File: src/rtl/mem_req_arbiter_if.sv
// Bundle of requester, memory-controller and global-control signals seen by
// mem_req_arbiter. The master modport is the arbiter's own view (it drives the
// controller request and the completion pulses); the slave modport is the
// view of the surrounding requesters and controller.
interface mem_req_arbiter_if #(
    parameter int ADDR_W = 32,
    parameter int DATA_W = 32
);
    logic              rdy;
    logic              iIO_buffer_full;
    logic              iFLUSH;

    logic              iIF_req;
    logic [ADDR_W-1:0] iIF_addr;
    logic              oIF_done;
    logic [DATA_W-1:0] oIF_inst;

    logic              iLD_req;
    logic [ADDR_W-1:0] iLD_addr;
    logic [2:0]        iLD_len;
    logic              oLD_done;
    logic [DATA_W-1:0] oLD_dt;

    logic              iST_req;
    logic [ADDR_W-1:0] iST_addr;
    logic [2:0]        iST_len;
    logic [DATA_W-1:0] iST_dt;
    logic              oST_done;

    logic              oMC_en;
    logic              oMC_ls;
    logic [2:0]        oMC_len;
    logic [ADDR_W-1:0] oMC_addr;
    logic [DATA_W-1:0] oMC_dt;
    logic              iMC_done;
    logic [DATA_W-1:0] iMC_dt;

    modport master (
        input  rdy, iIO_buffer_full, iFLUSH,
        input  iIF_req, iIF_addr,
        output oIF_done, oIF_inst,
        input  iLD_req, iLD_addr, iLD_len,
        output oLD_done, oLD_dt,
        input  iST_req, iST_addr, iST_len, iST_dt,
        output oST_done,
        output oMC_en, oMC_ls, oMC_len, oMC_addr, oMC_dt,
        input  iMC_done, iMC_dt
    );

    modport slave (
        output rdy, iIO_buffer_full, iFLUSH,
        output iIF_req, iIF_addr,
        input  oIF_done, oIF_inst,
        output iLD_req, iLD_addr, iLD_len,
        input  oLD_done, oLD_dt,
        output iST_req, iST_addr, iST_len, iST_dt,
        input  oST_done,
        input  oMC_en, oMC_ls, oMC_len, oMC_addr, oMC_dt,
        output iMC_done, iMC_dt
    );
endinterface

File: src/rtl/mem_req_arbiter.sv
// Fixed-priority arbiter (store > load > fetch) in front of a one-request-at-
// a-time memory controller. Holds the grant until the controller completes,
// returns a one-cycle done pulse with data, discards fetches hit by a flush
// and holds back I/O stores while the UART buffer is full.
// Optional fetch starvation guard: define ARB_STARVE_GUARD_EN.
module mem_req_arbiter #(
    parameter int ADDR_W       = 32,
    parameter int DATA_W       = 32,
    parameter int STARVE_LIMIT = 8
) (
    input  logic             clk,
    input  logic             rst,
    mem_req_arbiter_if.master bus
);
    typedef enum logic [2:0] {IDLE, BUSY_IF, BUSY_LD, BUSY_ST, DRAIN} state_t;

    state_t            state_q, state_d;
    logic              mc_en_q, mc_en_d;
    logic              mc_ls_q, mc_ls_d;
    logic [2:0]        mc_len_q, mc_len_d;
    logic [ADDR_W-1:0] mc_addr_q, mc_addr_d;
    logic [DATA_W-1:0] mc_dt_q, mc_dt_d;
    logic              if_done_q, if_done_d;
    logic              ld_done_q, ld_done_d;
    logic              st_done_q, st_done_d;
    logic [DATA_W-1:0] if_inst_q, if_inst_d;
    logic [DATA_W-1:0] ld_dt_q, ld_dt_d;

    logic              if_elig, ld_elig, st_elig, if_promote, grant_if;
    logic [DATA_W-1:0] ld_mask;

    // A requester whose done pulse is showing is masked so the same request
    // is not re-granted in the bubble cycle.
    assign if_elig = bus.iIF_req && !bus.iFLUSH && !if_done_q;
    assign ld_elig = bus.iLD_req && !ld_done_q;
    assign st_elig = bus.iST_req && !st_done_q &&
                     !((bus.iST_addr[17:16] == 2'b11) && bus.iIO_buffer_full);

    // Loads are returned zero-extended to their byte length.
    assign ld_mask = (mc_len_q == 3'd1) ? DATA_W'(8'hFF)   :
                     (mc_len_q == 3'd2) ? DATA_W'(16'hFFFF) : '1;

`ifdef ARB_STARVE_GUARD_EN
    localparam int SW = $clog2(STARVE_LIMIT + 1);
    logic [SW-1:0] starve_q, starve_d;
    assign if_promote = if_elig && (starve_q == SW'(STARVE_LIMIT));
`else
    assign if_promote = 1'b0;
`endif

    // Next-state, grant and completion logic.
    always_comb begin
        state_d   = state_q;
        mc_en_d   = mc_en_q;
        mc_ls_d   = mc_ls_q;
        mc_len_d  = mc_len_q;
        mc_addr_d = mc_addr_q;
        mc_dt_d   = mc_dt_q;
        if_done_d = 1'b0;
        ld_done_d = 1'b0;
        st_done_d = 1'b0;
        if_inst_d = if_inst_q;
        ld_dt_d   = ld_dt_q;
        grant_if  = 1'b0;
        case (state_q)
            IDLE: begin
                if (if_promote || (if_elig && !st_elig && !ld_elig)) begin
                    grant_if  = 1'b1;
                    state_d   = BUSY_IF;
                    mc_en_d   = 1'b1;
                    mc_ls_d   = 1'b0;
                    mc_len_d  = 3'd4;
                    mc_addr_d = bus.iIF_addr;
                    mc_dt_d   = '0;
                end else if (st_elig) begin
                    state_d   = BUSY_ST;
                    mc_en_d   = 1'b1;
                    mc_ls_d   = 1'b1;
                    mc_len_d  = bus.iST_len;
                    mc_addr_d = bus.iST_addr;
                    mc_dt_d   = bus.iST_dt;
                end else if (ld_elig) begin
                    state_d   = BUSY_LD;
                    mc_en_d   = 1'b1;
                    mc_ls_d   = 1'b0;
                    mc_len_d  = bus.iLD_len;
                    mc_addr_d = bus.iLD_addr;
                    mc_dt_d   = '0;
                end
            end
            BUSY_IF: begin
                if (bus.iMC_done) begin
                    state_d = IDLE;
                    mc_en_d = 1'b0;
                    // A flush landing with the completion drops the word.
                    if (!bus.iFLUSH) begin
                        if_done_d = 1'b1;
                        if_inst_d = bus.iMC_dt;
                    end
                end else if (bus.iFLUSH) begin
                    state_d = DRAIN;
                end
            end
            BUSY_LD: begin
                if (bus.iMC_done) begin
                    state_d   = IDLE;
                    mc_en_d   = 1'b0;
                    ld_done_d = 1'b1;
                    ld_dt_d   = bus.iMC_dt & ld_mask;
                end
            end
            BUSY_ST: begin
                if (bus.iMC_done) begin
                    state_d   = IDLE;
                    mc_en_d   = 1'b0;
                    st_done_d = 1'b1;
                end
            end
            DRAIN: begin
                // The controller cannot abort; wait it out and discard.
                if (bus.iMC_done) begin
                    state_d = IDLE;
                    mc_en_d = 1'b0;
                end
            end
            default: begin
                state_d = IDLE;
                mc_en_d = 1'b0;
            end
        endcase
`ifdef ARB_STARVE_GUARD_EN
        starve_d = starve_q;
        if (bus.iFLUSH || grant_if)
            starve_d = '0;
        else if (state_q == IDLE && if_elig && starve_q != SW'(STARVE_LIMIT))
            starve_d = starve_q + 1'b1;
`endif
    end

    // State and output registers; rdy low freezes everything, stretching
    // any done pulse until rdy returns.
    always_ff @(posedge clk) begin
        if (rst) begin
            state_q   <= IDLE;
            mc_en_q   <= 1'b0;
            mc_ls_q   <= 1'b0;
            mc_len_q  <= '0;
            mc_addr_q <= '0;
            mc_dt_q   <= '0;
            if_done_q <= 1'b0;
            ld_done_q <= 1'b0;
            st_done_q <= 1'b0;
            if_inst_q <= '0;
            ld_dt_q   <= '0;
`ifdef ARB_STARVE_GUARD_EN
            starve_q  <= '0;
`endif
        end else if (bus.rdy) begin
            state_q   <= state_d;
            mc_en_q   <= mc_en_d;
            mc_ls_q   <= mc_ls_d;
            mc_len_q  <= mc_len_d;
            mc_addr_q <= mc_addr_d;
            mc_dt_q   <= mc_dt_d;
            if_done_q <= if_done_d;
            ld_done_q <= ld_done_d;
            st_done_q <= st_done_d;
            if_inst_q <= if_inst_d;
            ld_dt_q   <= ld_dt_d;
`ifdef ARB_STARVE_GUARD_EN
            starve_q  <= starve_d;
`endif
        end
    end

    assign bus.oMC_en   = mc_en_q;
    assign bus.oMC_ls   = mc_ls_q;
    assign bus.oMC_len  = mc_len_q;
    assign bus.oMC_addr = mc_addr_q;
    assign bus.oMC_dt   = mc_dt_q;
    assign bus.oIF_done = if_done_q;
    assign bus.oIF_inst = if_inst_q;
    assign bus.oLD_done = ld_done_q;
    assign bus.oLD_dt   = ld_dt_q;
    assign bus.oST_done = st_done_q;
endmodule
File: src/flat_wrapper.sv
// flat-port wrapper written by rule: the top's interface ports become plain ports
module mem_req_arbiter_flat 
#(
    parameter int ADDR_W       = 32,
    parameter int DATA_W       = 32,
    parameter int STARVE_LIMIT = 8
)
  (clk, rst, bus_rdy, bus_iIO_buffer_full, bus_iFLUSH, bus_iIF_req, bus_iIF_addr, bus_oIF_done, bus_oIF_inst, bus_iLD_req, bus_iLD_addr, bus_iLD_len, bus_oLD_done, bus_oLD_dt, bus_iST_req, bus_iST_addr, bus_iST_len, bus_iST_dt, bus_oST_done, bus_oMC_en, bus_oMC_ls, bus_oMC_len, bus_oMC_addr, bus_oMC_dt, bus_iMC_done, bus_iMC_dt);
  mem_req_arbiter_if #(.ADDR_W(ADDR_W), .DATA_W(DATA_W)) bus_i ();
  input  logic clk;
  input  logic rst;
  input wire logic [$bits(bus_i.rdy)-1:0] bus_rdy;
  input wire logic [$bits(bus_i.iIO_buffer_full)-1:0] bus_iIO_buffer_full;
  input wire logic [$bits(bus_i.iFLUSH)-1:0] bus_iFLUSH;
  input wire logic [$bits(bus_i.iIF_req)-1:0] bus_iIF_req;
  input wire logic [$bits(bus_i.iIF_addr)-1:0] bus_iIF_addr;
  output wire logic [$bits(bus_i.oIF_done)-1:0] bus_oIF_done;
  output wire logic [$bits(bus_i.oIF_inst)-1:0] bus_oIF_inst;
  input wire logic [$bits(bus_i.iLD_req)-1:0] bus_iLD_req;
  input wire logic [$bits(bus_i.iLD_addr)-1:0] bus_iLD_addr;
  input wire logic [$bits(bus_i.iLD_len)-1:0] bus_iLD_len;
  output wire logic [$bits(bus_i.oLD_done)-1:0] bus_oLD_done;
  output wire logic [$bits(bus_i.oLD_dt)-1:0] bus_oLD_dt;
  input wire logic [$bits(bus_i.iST_req)-1:0] bus_iST_req;
  input wire logic [$bits(bus_i.iST_addr)-1:0] bus_iST_addr;
  input wire logic [$bits(bus_i.iST_len)-1:0] bus_iST_len;
  input wire logic [$bits(bus_i.iST_dt)-1:0] bus_iST_dt;
  output wire logic [$bits(bus_i.oST_done)-1:0] bus_oST_done;
  output wire logic [$bits(bus_i.oMC_en)-1:0] bus_oMC_en;
  output wire logic [$bits(bus_i.oMC_ls)-1:0] bus_oMC_ls;
  output wire logic [$bits(bus_i.oMC_len)-1:0] bus_oMC_len;
  output wire logic [$bits(bus_i.oMC_addr)-1:0] bus_oMC_addr;
  output wire logic [$bits(bus_i.oMC_dt)-1:0] bus_oMC_dt;
  input wire logic [$bits(bus_i.iMC_done)-1:0] bus_iMC_done;
  input wire logic [$bits(bus_i.iMC_dt)-1:0] bus_iMC_dt;
  assign bus_i.rdy = bus_rdy;
  assign bus_i.iIO_buffer_full = bus_iIO_buffer_full;
  assign bus_i.iFLUSH = bus_iFLUSH;
  assign bus_i.iIF_req = bus_iIF_req;
  assign bus_i.iIF_addr = bus_iIF_addr;
  assign bus_oIF_done = bus_i.oIF_done;
  assign bus_oIF_inst = bus_i.oIF_inst;
  assign bus_i.iLD_req = bus_iLD_req;
  assign bus_i.iLD_addr = bus_iLD_addr;
  assign bus_i.iLD_len = bus_iLD_len;
  assign bus_oLD_done = bus_i.oLD_done;
  assign bus_oLD_dt = bus_i.oLD_dt;
  assign bus_i.iST_req = bus_iST_req;
  assign bus_i.iST_addr = bus_iST_addr;
  assign bus_i.iST_len = bus_iST_len;
  assign bus_i.iST_dt = bus_iST_dt;
  assign bus_oST_done = bus_i.oST_done;
  assign bus_oMC_en = bus_i.oMC_en;
  assign bus_oMC_ls = bus_i.oMC_ls;
  assign bus_oMC_len = bus_i.oMC_len;
  assign bus_oMC_addr = bus_i.oMC_addr;
  assign bus_oMC_dt = bus_i.oMC_dt;
  assign bus_i.iMC_done = bus_iMC_done;
  assign bus_i.iMC_dt = bus_iMC_dt;
  mem_req_arbiter #(.ADDR_W(ADDR_W), .DATA_W(DATA_W), .STARVE_LIMIT(STARVE_LIMIT)) u_core (.clk(clk), .rst(rst), .bus(bus_i));
endmodule
File: config.mk
export PLATFORM = sky130hd
export DESIGN_NAME = mem_req_arbiter_flat
export DESIGN_NICKNAME = d
export VERILOG_FILES = /design/src/rtl/mem_req_arbiter_if.sv /design/src/rtl/mem_req_arbiter.sv /design/src/flat_wrapper.sv
export SDC_FILE = /design/constraint.sdc
export NUM_CORES = 1
export LEC_CHECK = 0
export BUFFER_PORTS_ARGS = -buffer_cell sky130_fd_sc_hd__clkbuf_2
export CAP_MARGIN = 15
export CORE_AREA = 2 2 122 124
export CTS_BUF_LIST = sky130_fd_sc_hd__clkbuf_8
export CTS_CLUSTER_DIAMETER = 100
export CTS_CLUSTER_SIZE = 8
export DETAILED_ROUTE_END_ITERATION = 12
export DIE_AREA = 0 0 124 126
export HOLD_SLACK_MARGIN = 0.06
export PLACE_DENSITY_LB_ADDON = 0.2
export RECOVER_POWER = 100
export SYNTH_ARGS = -nofsm -noshare
export SYNTH_HDL_FRONTEND = slang
export SYNTH_SLANG_ARGS = --single-unit
File: constraint.sdc
create_clock -name clk -period 2.1 [get_ports clk]
set_input_delay 0.21 -clock clk [delete_from_list [all_inputs] [get_ports clk]]
set_output_delay 0.21 -clock clk [all_outputs]
set_load 0.005 [all_outputs]
==> metrics.md, run 1 <==
| Metric | Value |
|---|---|
| Max-slew violations | 0 |
| Post-Syn Nets | 855 |
| Worst setup EP type | flip-flop |
| Starting density of the core | 40.1% |
| Drt total wl | 21100 µm |
| Clk_lat worst skew | 0.45 ns |
| Post-DRT Antenna Nets | 0 |
| Slowest stage delay, CP | 0.53 ns |
| Setup Viol. Count Final | 0 |
| CTS tree | built |
| Clk sinks | 139 |
| Gr usage total | 26.8% |
| CTS root buf | clkbuf_8 |
| Fraction of registers with async set/reset | 0% |
| Final core utilization | 60.6% |
| Syn avg cell area | 8.44 µm² |
| Leakage Power | 3.45 nW |
| Primary FF master, synth | dfxtp_1 |
| Vias per Instance | 5.28 |
| Hpwl dp | 14100 µm |
| Worst relative slew slack | 34.0% |
| Clock Pin Slew Worst Setup and Hold Paths | 0.07 ns |
| Crit path cell chain | dlygate4sd3_1, clkbuf_2, nand3_1, a211oi_2, clkbuf_2, o21ai_0, a21oi_1 |
| RSZ-0062 raised after global routing | false |
| Nets | 1232 |
| Power Dens Cells | 735 nW/µm² |
| Yosys reg bits | 139 |
| Hold worst-path end | u_core.bus.oMC_addr[30] |
| Row cnt | 44 |
| # H-tree levels | 4 |
| Remaining DRCs | 0 |
| Register area share after synthesis | 48.5% |
| Global-route wire length before repair | 32700 µm |
| Die X | 124 µm |
| Clk buf depth | 2 |
| Clk_skew | 0.00941 ns |
| Reg2reg end | u_core.bus.oMC_dt[15] |
| Post-synth EDFFs | 0 |
| CTS Buf Count | 17 |
| Routed via count | 6616 |
| Port Buf Inserts | 310 |
| Mapped cell area | 5740 µm² |
| DR iter-0 viols | 417 |
| Worst endpoint data arrival time | 2.27 ns |
| Die Footprint | 15600 µm² |
| Fin crit share | 90.5% |
| Synth Instances | 680 |
| CP delay by family, top | buffers and inverters |
| Layout area overhead | 51.3% |
| Synth area leaders | dfxtp_1 49%, a21oi_1 10%, nand2_1 7.8%, a311oi_1 4.7%, o221ai_1 4.4% |
| Share of post-route cells with drive strength above 1 | 25.1% |
| Tmin final | 1.90 ns |
| Synthesis Warnings | 0 |
| Total grt overflow | 0 |
| Area leader, netlist | dfxtp_1 |
| Largest net degree at the start of global routing | 50 |
| Gpl congestion | 0.858 |
| Pre-Repair DR Iteration Count | 5 |
| Reg2Reg Setup Slack | 0.29 ns |
| WL per Instance | 16.8 µm |
| Hold_sp | bus_iST_addr[30] |
| Critical path type | in2reg |
| Worst hold stages | 3 |
| DIE HEIGHT | 126 µm |
| Outcome | completed |
| Fmax | 526 MHz |
| Max_cap viols | 0 |
| Core area | 14300 µm² |
| Initial antenna violation count | 2 |
| Number of distinct library cells after synthesis | 43 |
| Critical path peak fanout | 16 |
| Synth top area share | 48.5% |
| Most used cell, CP | clkbuf_2 |
| R2R Path Start | u_core.state_q[1] |
| Crit path launch type | input port |
| Buffers & Inverters on Critical Path | 3 |
| Hold Vio Cnt, Final | 0 |
| Max VDD drop | 0.000460 V |
| Worst-margin pin slew | 0.988 ns |
| Hold Crit Class | in2reg |
| Setup total negative slack | 0 ns |
| Vias in the first global route | 6359 |
| I/O pin count | 311 |
| Critical path required time | 2.47 ns |
| Critical path's slowest cell | dlygate4sd3_1 |
| Reg2Reg Depth | 5 |
flip-flops by register name (all words and copies together) (netlist names):
signal / count
u_core.bus.oIF_done: 1
u_core.bus.oLD_dt: 32
u_core.bus.oMC_en: 1
u_core.bus.oLD_done: 1
u_core.bus.oIF_inst: 32
u_core.bus.oMC_dt: 32
u_core.bus.oST_done: 1
u_core.bus.oMC_addr: 32
u_core.bus.oMC_ls: 1
u_core.state_q: 3
u_core.bus.oMC_len: 3
cell families after synthesis:
family,count (synthesis),synth area share [%]
flip-flops,139,48.5
XOR/XNOR,1,0.153
buffers and inverters,72,5.47
AO/OA/AOI/OAI,255,28.7
AND/OR/NAND/NOR,213,17.1
where the power goes:
part	switching, mW	internal (mW)
sequential	0.0839	2.77
combinational	0.610	0.528
clock	1.04	1.35
worst max-delay path by stage:
stage | startpoint | endpoint | slack [ns] | depth (start not counted)
6_report | bus_iST_addr[16] | u_core.bus.oMC_dt[1] | 0.20 | 7
5_1_grt | bus_iST_addr[16] | u_core.bus.oMC_dt[7] | 0.06 | 7
4_1_cts | u_core.bus.oLD_done | u_core.bus.oMC_addr[16] | 0.26 | 5
3_5_place_dp | u_core.bus.oLD_done | u_core.bus.oMC_addr[15] | 0.30 | 5
3_3_place_gp | u_core.state_q[1] | u_core.bus.oMC_len[0] | 0.34 | 5
2_1_floorplan | u_core.state_q[1] | u_core.state_q[2] | 0.58 | 5
metrics by stage:
step | instances | total power, mW | hold slack (ns) | area (µm²) | setup WS (ns)
global placement | 1129 | 3.92 | 0.442 | 7460 | 0.336
CTS | 1251 | 6.46 | 0.0700 | 8810 | 0.256
finish | 1254 | 6.38 | 0.0952 | 8680 | 0.199
detailed placement | 1129 | 3.93 | 0.447 | 7460 | 0.305
global route | 1254 | 6.70 | 0.0667 | 8680 | 0.0636
floorplan | 680 | 3.43 | 0.346 | 5740 | 0.579
layer usage:
metal,vias up,wire length [µm],GRT usage [%],part of all wire (%)
li1,3245,-,-,-
met1,3044,8730,31.6,41
met2,278,9990,44.7,47
met3,49,1720,8.70,8.2
met4,0,620,11.1,2.9
met5,-,0,0,0
repair_timing:
action / 4_1_cts / 5_1_grt
hold buffers: 92 / 1
hold endpoints to repair: 116 / 1
buffers inserted: 0 / 0
gates resized for setup: 0 / 0
worst reg2reg max path, cell delays in order, from the launching register on:
cell,delay [ns]
dfxtp_1,0.43
nor3_1,0.32
nand2_1,0.34
buf_4,0.32
o21ai_0,0.21
a21oi_1,0.09
synth_stat cells, types with 2 or more instances:
| cell type | count |
|---|---|
| dfxtp_1 | 139 |
| nand2_1 | 119 |
| a21oi_1 | 116 |
| o21ai_0 | 38 |
| clkbuf_1 | 34 |
| nand3_1 | 34 |
| buf_2 | 32 |
| a311oi_1 | 31 |
| nor2_1 | 29 |
| o221ai_1 | 29 |
| a22oi_1 | 16 |
| nor4b_1 | 8 |
| nand2b_1 | 5 |
| inv_1 | 4 |
| nor3_1 | 4 |
| a211o_1 | 3 |
| and3_1 | 3 |
| o211a_1 | 3 |
| o21ai_1 | 3 |
| a211oi_1 | 2 |
| a21boi_0 | 2 |
| a31o_2 | 2 |
| nor2b_1 | 2 |
| o211ai_1 | 2 |
| o41ai_2 | 2 |
placed cells by master, fill, tap and decap left out, types with 4 or more instances in the layout:
cell type / count
bufinv_16: 4
nand2_1: 119
clkbuf_8: 19
nand2b_1: 5
a21oi_1: 116
dfxtp_1: 139
nor4b_1: 8
clkbuf_2: 203
nor2_1: 28
a22oi_1: 16
o21ai_0: 39
inv_1: 4
o221ai_1: 29
nand3_1: 34
buf_4: 20
nor3_1: 4
a311oi_1: 31
dlygate4sd3_1: 93
clkbuf_1: 106
cell type report:
cell class | instances | area [µm²]
Antenna cell | 2 | 5.00
Clock inverter | 11 | 169
Clock buffer | 19 | 262
Tap cell | 184 | 230
Fill cell | 1349 | 5640
Sequential cell | 139 | 2780
Multi-Input combinational cell | 469 | 2660
Inverter | 4 | 15.0
Timing Repair Buffer | 426 | 2560
(Power assumes the default switching activity.)
==> run 2: changes to the inputs <==
==> constraint.sdc (replaced) <==
create_clock -name clk -period 2.1 [get_ports clk]
set_input_delay 0.21 -clock clk [delete_from_list [all_inputs] [get_ports clk]]
set_output_delay 0.21 -clock clk [all_outputs]
set_load 0.05 [all_outputs]
==> run 2 against run 1 <==
Against the previous run:
- final area decreased by 0.42%
- critical path depth unchanged
- maximum frequency up 0.86%
- register-to-register slack barely moved
- critical endpoint unchanged
- clock skew about the same
- die area is the same
- sequential power about the same
- via count increased by 0.20%
- clock-buffer cell count stayed put
- sequential share of layout area is 0.13 points higher
==> metrics.md, run 2 (synthesized netlist as in run 1, its figures left out) <==
| Metric | Value |
|---|---|
| Reg2Reg Setup Slack | 0.28 ns |
| Core area | 14300 µm² |
| Gpl congestion | 0.858 |
| Fin crit share | 89.8% |
| Crit path launch type | input port |
| Hold Crit Class | in2reg |
| Die X | 124 µm |
| Post-DRT Antenna Nets | 0 |
| Outcome | completed |
| Worst endpoint data arrival time | 2.25 ns |
| Most frequent cells in the layout | 174 x clkbuf_2, 139 x dfxtp_1, 136 x clkbuf_1 |
| Buffers & Inverters on Critical Path | 3 |
| Crit path from | bus_iST_addr[16] |
| Most common cell after layout, fill and taps aside | clkbuf_2 |
| Starting density of the core | 40.1% |
| Hold Vio Cnt, Final | 0 |
| Row cnt | 44 |
| Total grt overflow | 0 |
| DR iter-0 viols | 413 |
| Placed cell area | 7460 µm² |
| Clk sinks | 139 |
| Remaining DRCs | 0 |
| Hpwl dp | 14100 µm |
| Fmax | 531 MHz |
| Vias per Instance | 5.29 |
| Reg2Reg Depth | 5 |
| Most used cell, CP | clkbuf_2 |
| Vias in the first global route | 6359 |
| Final worst slack | 0.215 ns |
| Max VDD drop | 0.000533 V |
| Pre-Repair DR Iteration Count | 5 |
| CTS tree | built |
| Worst relative slew slack | 35.6% |
| Share of post-route cells with drive strength above 1 | 22.4% |
| Clk buf depth | 2 |
| Crit path cell chain | dlygate4sd3_1, clkbuf_2, nand3_1, a211oi_2, clkbuf_2, o21ai_0, a21oi_1 |
| Largest net degree at the start of global routing | 50 |
| Worst setup EP type | flip-flop |
| Power Dens Cells | 789 nW/µm² |
| Global-route wire length before repair | 32700 µm |
| Tmin final | 1.88 ns |
| Crit path to | u_core.bus.oMC_dt[1] |
| Die Footprint | 15600 µm² |
| Post-route cell area | 8640 µm² |
| DIE HEIGHT | 126 µm |
| Setup Viol. Count Final | 0 |
| Routed via count | 6629 |
| # H-tree levels | 4 |
| Critical path required time | 2.47 ns |
| Post CTS Setup Buffer Count | 0 |
| Clk_lat worst skew | 0.45 ns |
| Reg2reg end | u_core.bus.oMC_dt[15] |
| Nets | 1232 |
| Slowest stage delay, CP | 0.53 ns |
| RSZ-0062 raised after global routing | false |
| Max-slew violations | 0 |
| Leakage Power | 3.35 nW |
| Setup total negative slack | 0 ns |
| I/O pin count | 311 |
| Worst-margin pin slew | 0.964 ns |
| Critical path's slowest cell | dlygate4sd3_1 |
| Drt total wl | 21100 µm |
| Clk_skew | 0.00928 ns |
| Clock Pin Slew Worst Setup and Hold Paths | 0.07 ns |
| Setup WS pre-CTS | 0.305 ns |
| R2R Path Start | u_core.state_q[1] |
| Gr usage total | 26.8% |
| Layout area overhead | 50.6% |
| Port Buf Inserts | 310 |
| CP delay by family, top | buffers and inverters |
| CTS root buf | clkbuf_8 |
| Max_cap viols | 0 |
| Critical path type | in2reg |
| Number of stages on the worst setup path | 7 |
| WL per Instance | 16.8 µm |
| WHS | 0.0995 ns |
| CTS Buf Count | 17 |
| Critical path peak fanout | 16 |
| Initial antenna violation count | 2 |
-- run 2: changes by cell type in the layout (fill, tap and decap cells not counted), sizes merged --
cell | previous run | this run
clkbuf | 328 | 329
buf | 24 | 23
-- run 2: layout make-up --
class / instances / area [µm²]
fillers: 1365 / 5670
clock buffers: 19 / 262
well taps: 184 / 230
clock inverters: 11 / 169
inverters: 4 / 15.0
multi-input cells: 469 / 2660
flip-flops and latches: 139 / 2780
diodes: 2 / 5.00
repair buffers: 426 / 2520
-- run 2: timing repair --
item,in CTS,in global routing
hold endpoints to repair,116,1
endpoints found under the setup margin,0,0
hold buffers,92,1
resized for setup,0,0
-- run 2: power by group --
group	switching (mW)	leakage [nW]	internal, mW
registers	0.0839	1.13	2.77
clock network	1.04	0.218	1.34
logic	1.06	2.00	0.520
total	2.18	3.35	4.64
-- run 2: per-stage QoR --
step / std cells / power, mW / utilization, %
after global routing: 1254 / 7.14 / 60.4
after floorplan: 680 / 3.88 / -
final: 1254 / 6.82 / 60.4
after CTS: 1251 / 6.90 / 61.5
after global placement: 1129 / 4.37 / 52.1
after detailed placement: 1129 / 4.38 / 52.1
-- run 2: routing by layer --
layer | part of all wire, % | GRT usage (%) | up-vias
met3 | 8.3 | 8.70 | 47
met4 | 2.9 | 11.1 | 0
met1 | 41 | 31.6 | 3058
li1 | - | - | 3244
met5 | 0 | 0 | -
met2 | 47 | 44.7 | 280
-- run 2: worst min path at each step --
stage                                       from                       to  cells past startpoint
final                           bus_iST_addr[30]  u_core.bus.oMC_addr[30]                      3
after global routing            bus_iST_addr[30]  u_core.bus.oMC_addr[30]                      3
after CTS                       bus_iST_addr[30]  u_core.bus.oMC_addr[30]                      3
after detailed placement    u_core.bus.oLD_dt[0]     u_core.bus.oLD_dt[0]                      2
after global placement    u_core.bus.oIF_inst[3]   u_core.bus.oIF_inst[3]                      2
after floorplan                   bus_iMC_dt[10]  u_core.bus.oIF_inst[10]                      2
-- run 2: worst min-delay path, stage by stage --
cell,delay [ns]
clkbuf_2,0.08
nor2_1,0.13
o41ai_2,0.07
